==> config.mk <==
export PLATFORM = sky130hd
export DESIGN_NAME = xor_unit_arbiter
export DESIGN_NICKNAME = d
export VERILOG_FILES = /design/src/rtl/xor_unit_arbiter.sv
export SDC_FILE = /design/constraint.sdc
export NUM_CORES = 1
export LEC_CHECK = 0
export BUFFER_PORTS_ARGS = -buffer_cell sky130_fd_sc_hd__clkbuf_2
export CORE_MARGIN = 2
export CORE_UTILIZATION = 40
export CTS_BUF_LIST = sky130_fd_sc_hd__clkbuf_4
export CTS_CLUSTER_SIZE = 30
export DETAILED_ROUTE_END_ITERATION = 7
export GPL_TIMING_DRIVEN = 0
export HOLD_SLACK_MARGIN = 0.08
export PLACE_DENSITY = 0.8
export SLEW_MARGIN = 15
export SYNTH_ARGS = -nofsm -noshare
export SYNTH_HDL_FRONTEND = slang
export SYNTH_SLANG_ARGS = --single-unit
==> constraint.sdc <==
create_clock -name clk -period 1.5 [get_ports clk]
set_input_delay 0.3 -clock clk [delete_from_list [all_inputs] [get_ports clk]]
set_output_delay 0.3 -clock clk [all_outputs]
set_load 0.05 [all_outputs]
==> src/rtl/xor_unit_arbiter.sv <==
// xor_unit_arbiter: two requesters share one registered XOR unit.
// A round-robin pointer settles simultaneous requests. The result is held
// in a single output register until the consumer acknowledges it. op_count
// counts acknowledged operations modulo 256.
module xor_unit_arbiter #(
  parameter int SIZE = 8
) (
  input  logic            clk,
  input  logic            rst_n,
  input  logic            req0,
  input  logic            req1,
  input  logic [SIZE-1:0] a0,
  input  logic [SIZE-1:0] b0,
  input  logic [SIZE-1:0] a1,
  input  logic [SIZE-1:0] b1,
  output logic            gnt0,
  output logic            gnt1,
  output logic [SIZE-1:0] out,
  output logic            out_valid,
  output logic            out_id,
  input  logic            out_ack,
  output logic [7:0]      op_count
);

  typedef enum logic {
    ST_IDLE  = 1'b0,
    ST_VALID = 1'b1
  } state_e;

  state_e          state_q, state_d;
  logic            prio_q, prio_d;
  logic [SIZE-1:0] out_q, out_d;
  logic            out_id_q, out_id_d;
  logic            gnt0_q, gnt0_d;
  logic            gnt1_q, gnt1_d;
  logic [7:0]      cnt_q, cnt_d;
  logic            winner_s;

  // Pick the winner: a lone requester always wins, a tie goes to prio.
  always_comb begin
    winner_s = 1'b0;
    if (req0 && req1) begin
      winner_s = prio_q;
    end else if (req1) begin
      winner_s = 1'b1;
    end else begin
      winner_s = 1'b0;
    end
  end

  // Next-state logic: grant from IDLE, retire the result on ack in VALID.
  always_comb begin
    state_d  = state_q;
    prio_d   = prio_q;
    out_d    = out_q;
    out_id_d = out_id_q;
    gnt0_d   = 1'b0;
    gnt1_d   = 1'b0;
    cnt_d    = cnt_q;
    case (state_q)
      ST_IDLE: begin
        if (req0 || req1) begin
          state_d  = ST_VALID;
          out_d    = winner_s ? (a1 ^ b1) : (a0 ^ b0);
          out_id_d = winner_s;
          gnt0_d   = ~winner_s;
          gnt1_d   = winner_s;
          prio_d   = ~winner_s;
        end else begin
          state_d = ST_IDLE;
        end
      end
      ST_VALID: begin
        // Requests are ignored here; only the consumer ack moves us on.
        if (out_ack) begin
          state_d = ST_IDLE;
          cnt_d   = cnt_q + 8'd1;
        end else begin
          state_d = ST_VALID;
        end
      end
      default: begin
        state_d = ST_IDLE;
      end
    endcase
  end

  // State register with asynchronous active-low clear.
  always_ff @(posedge clk or negedge rst_n) begin
    if (!rst_n) begin
      state_q  <= ST_IDLE;
      prio_q   <= 1'b0;
      out_q    <= {SIZE{1'b0}};
      out_id_q <= 1'b0;
      gnt0_q   <= 1'b0;
      gnt1_q   <= 1'b0;
      cnt_q    <= 8'd0;
    end else begin
      state_q  <= state_d;
      prio_q   <= prio_d;
      out_q    <= out_d;
      out_id_q <= out_id_d;
      gnt0_q   <= gnt0_d;
      gnt1_q   <= gnt1_d;
      cnt_q    <= cnt_d;
    end
  end

  assign gnt0      = gnt0_q;
  assign gnt1      = gnt1_q;
  assign out       = out_q;
  assign out_id    = out_id_q;
  assign out_valid = (state_q == ST_VALID);
  assign op_count  = cnt_q;

endmodule

# Word-level counts from Yosys, hierarchy flattened
# Index checks and enable logic that the tools add are counted.
# W data, S select, Z words.
[totals]
inputBits = 37
regBits = 21
elab_cells = 26
out_inout_bits = 20
[op_classes]
mux = 10
n_reduce_logical = 4
add_sub_neg = 1
bitwise = 4
[ops]
columns = ["operator", "count"]
rows = [
  ["$xor A8 B8 Y8", 2],
  ["$add A8 B1 Y8 const B", 1],
  ["$mux W1", 8],
  ["$mux W8", 1],
  ["$reduce_and A2 Y1", 2],
  ["$not A1 Y1", 2],
  ["$pmux W1 S2", 1],
  ["$logic_and A1 B1 Y1", 1],
  ["$logic_or A1 B1 Y1", 1],
]

# Longest topological paths before layout
[logic_depth]
word_depth = 5
ltp_mapped = 5
mapped_depth_nobuf = 4

# Worst setup path after synthesis
# Ideal clock, no wire load.
[synth_path]
path_kind = "reg-to-reg"
startpoint = "register state_q (netlist: out_valid)"
endpoint = "register cnt_q[7] (netlist: op_count[7])"
setup_time_ns = 0.140
synth_period_minus_slack_ns = 1.438
stages_incl_launch_ff = 5
n_path_buf = 1
slack_ns = 0.062
arrival_ns = 1.297
t_required_ns = 1.360
cell_sequence = "dfrtp_1 buf_6 and4_1 nand4_1 xnor2_1"
[synth_via]
elab_chain_cells = 1
[synth_lines]
columns = ["item", "line", "rtl"]
rows = [
  ["start, declared", "30", "state_e state_q, state_d;"],
  ["start signal, assigned", "99", "state_q <= state_d;"],
  ["$reduce_and A2 Y1 (no source line)", "n/a", ""],
  ["end signal, assigned", "105", "cnt_q <= cnt_d;"],
  ["end, declared", "36", "logic [7:0] cnt_q, cnt_d;"],
]
# No other way between the ends.
# A chain may end at the register's enable or synchronous reset.

# Worst setup path after layout
[layout_path]
startpoint = "register cnt_q[2] (netlist: op_count[2])"
endpoint = "output op_count[2]"
[layout_lines]
columns = ["item", "line", "rtl"]
rows = [
  ["end, declared", "22", "output logic [7:0] op_count"],
]
# No word-level cell between the ends.

==> key figures <==
Final layout
  – Nets: just over 200
  – Share of layout cells above drive strength 1: 46.7%
  – Synth-to-layout area growth: 31.4%
  – Ant. Diodes: 0
  – Fill count: 258
  – Final Util: a little under three fifths
  – Cell Count, Final, Fillers Out: 198

STA
  – Worst hold slack: approximately 0.30 ns
  – Fin crit period: 1.33 ns
  – Final hold vios: 0
  – Slew margin rel.: 64.8%
  – Fmax: between 700 and 800 MHz
  – Fin crit share: 88.9%
  – Setup_tns: 0 ns
  – RSZ-0062 raised after global routing: false
  – Least-Margin Pin Slew: 0.528 ns
  – Final Max Tran Viols: 0
  – Worst Skew: just over 0.007 ns
  – Final setup vio count: 0

Place
  – I/O Buffers: 56
  – DP Wirelength: between 1.5 and 2 mm
  – Routability congestion estimate: 0.732
  – Placed cell count: 193

CTS
  – Clk_lat worst skew: around 0.3 ns
  – CTS tree: done
  – Clock sink count: 21
  – Reg clk slew, reported paths: 0.11 ns
  – Longest Clk Path Bufs: 2
  – Clock Root Buffer: clkbuf_4
  – CTS-repair resized insts: 0
  – CTS buffer count: 3
  – H-tree levels: 1

Global routing
  – Largest net degree at the start of global routing: 22
  – Vias in the first global route: 988
  – First-pass GRT wire length: 4.17 mm
  – Global Route Usage Sum: 16.1%
  – Grt ovf: 0
  – Initial antenna violation count: 0

Drt
  – DR vias/cell: 5.05
  – DR vias: 1,000
  – DRC violations left: 0
  – Antenna Nets Post-Route: 0
  – WL final: approximately 2.5 mm
  – Detailed Routing Iterations Pass 1: 4
  – DR iter-0 viols: 24
  – WL/cell: 12.5 µm

Floorplanning
  – Die extent in y: between 50 and 60 µm
  – Rows: 19
  – Die X: 57.5 µm
  – Initial cell density of the core: 41.9%
  – I/O pins: 57
  – Core Area: roughly 2700 µm²
  – Area of the die: 3310 µm²

Pwr
  – Pwr/cell area: 1580 nW/µm²
  – Max VDD drop: 1.21 mV
  – Static Leak: about 0.00077 µW

Yosys
  – Post-synth top flop: dfrtp_1
  – Cell count after synthesis: 106
  – Synthesized cell area: 1140 µm²
  – Post-synth EDFFs: 0
  – Post-synthesis compound-gate area fraction: 16.7%
  – Synth Area in Adders: around 1.1%
  – Multiplexer share of the synthesized area: 0.984%
  – Main combinational cell family by area after synthesis: XOR/XNOR gates
  – Mean Syn Cell Area: 10.8 µm²
  – YS warnings: 0
  – Async SR Flop Fraction: 100%
  – Simple-Gate Fraction of Synth Area: 13.9%
  – Netlist cell types: 25
  – Synth Area in XOR/XNOR: between 15 and 20%
  – Synth Register Bits: 21
  – Syn Nets: approximately 140
  – Sequential fraction of the synthesis area: 45.9%

Worst setup path
  – WP data required: between 1 and 1.5 ns
  – CP startpoint kind: flop
  – Max incr delay on CP: 0.43 ns
  – CP Launch Point: op_count[2]
  – Critical Path Sink Type: output pin
  – Slowest CP cell: dfrtp_1
  – Critical path class: flop to output pin
  – Critical Path Fanout Max: 5
  – Worst path buffer plus inverter count: 1
  – CP Data Arrival Time: 1.03 ns
  – Critical R2R Launch: out_valid
  – CP delay by family, top: flip-flops
  – Crit-path cells: clkbuf_2

Min path
  – Min-Delay Startpoint: out_ack
  – HP Class: input port to flop

Run status
  – Status: finished clean

Job
  – Max Cap Viol: 0
## registers in the layout (all words and copies together), names as in the netlist
| signal | flops |
|---|---|
| out | 8 |
| out_valid | 1 |
| out_id | 1 |
| op_count | 8 |
| gnt0 | 1 |
| gnt1 | 1 |
| prio_q | 1 |
## synth_stat cells, drive strengths merged (2+ instances only)
master	count	area, µm²
a21oi	9	45.0
o21ai	3	18.8
dfrtp	21	526
nor3	9	50.1
buf	5	40.0
o31ai	8	100
xnor2	5	43.8
nand2	15	56.3
xor2	18	158
nor2	2	7.51
## power breakdown
group,internal (µW),switching [µW]
registers,732,147
logic,346,869
clock network,122,162
## placed cells by master, fill, tap and decap left out, drive strengths merged, types with 2 or more instances in the layout
| cell type | Yosys | layout |
|---|---|---|
| o21ai | 3 | 3 |
| buf | 5 | 5 |
| nand2 | 15 | 15 |
| a21oi | 9 | 9 |
| clkbuf | 0 | 60 |
| nor2 | 2 | 2 |
| dfrtp | 21 | 21 |
| nor3 | 9 | 9 |
| o31ai | 8 | 8 |
| xnor2 | 5 | 5 |
| xor2 | 18 | 18 |
## cells by family (layout without fill, tap and decap cells)
family	Yosys count	in the layout
simple gates	32	32
fa+ha+maj	1	1
buf+inv	6	67
xor+xnor	23	23
mux	1	1
flops	21	21
compound gates	22	22
## cell type report
class                           count  area [µm²]  share of cell area, %
Timing Repair Buffer               57         290                   19.3
Buffer                              5        40.0                   2.66
Multi-Input combinational cell     79         576                   38.3
Sequential cell                    21         526                   34.9
Tap cell                           31        38.8                   2.58
Clock buffer                        4        30.0                   2.00
Inverter                            1        3.75                  0.250
## final timing paths
path	to	slack, ns	cells past startpoint
setup / recovery	op_count[2]	0.17	1
hold / removal	op_count[2]	0.30	3
setup reg to reg	out[4]	0.25	5
hold reg to reg	op_count[7]	0.49	1
max in group asynchronous	op_count[5]	0.65	2
min in group asynchronous	op_count[3]	0.50	2
## stage by stage
| step | setup WS (ns) | instance area, µm² | power (µW) |
|---|---|---|---|
| after floorplan | 0.0624 | 1140 | 1790 |
| after global placement | 0.292 | 1460 | 2080 |
| after detailed placement | 0.253 | 1460 | 2110 |
| after CTS | 0.154 | 1500 | 2400 |
| after global routing | 0.101 | 1500 | 2520 |
| final | 0.166 | 1500 | 2380 |
## per-layer routing
layer / track usage [%] / wire length, µm / up-vias
li1: - / - / 486
met1: 20.0 / 1030 / 461
met2: 29.2 / 1230 / 49
met3: 2.04 / 183 / 4
met4: 3.99 / 23 / 0
met5: 0 / 0 / -
## what timing repair did
| action | CTS | global route |
|---|---|---|
| hold buffers | 1 | 0 |
| endpoints found under the hold margin | 21 | 0 |
| buffers inserted | 0 | 0 |
Power figures use the tool's default switching activity.
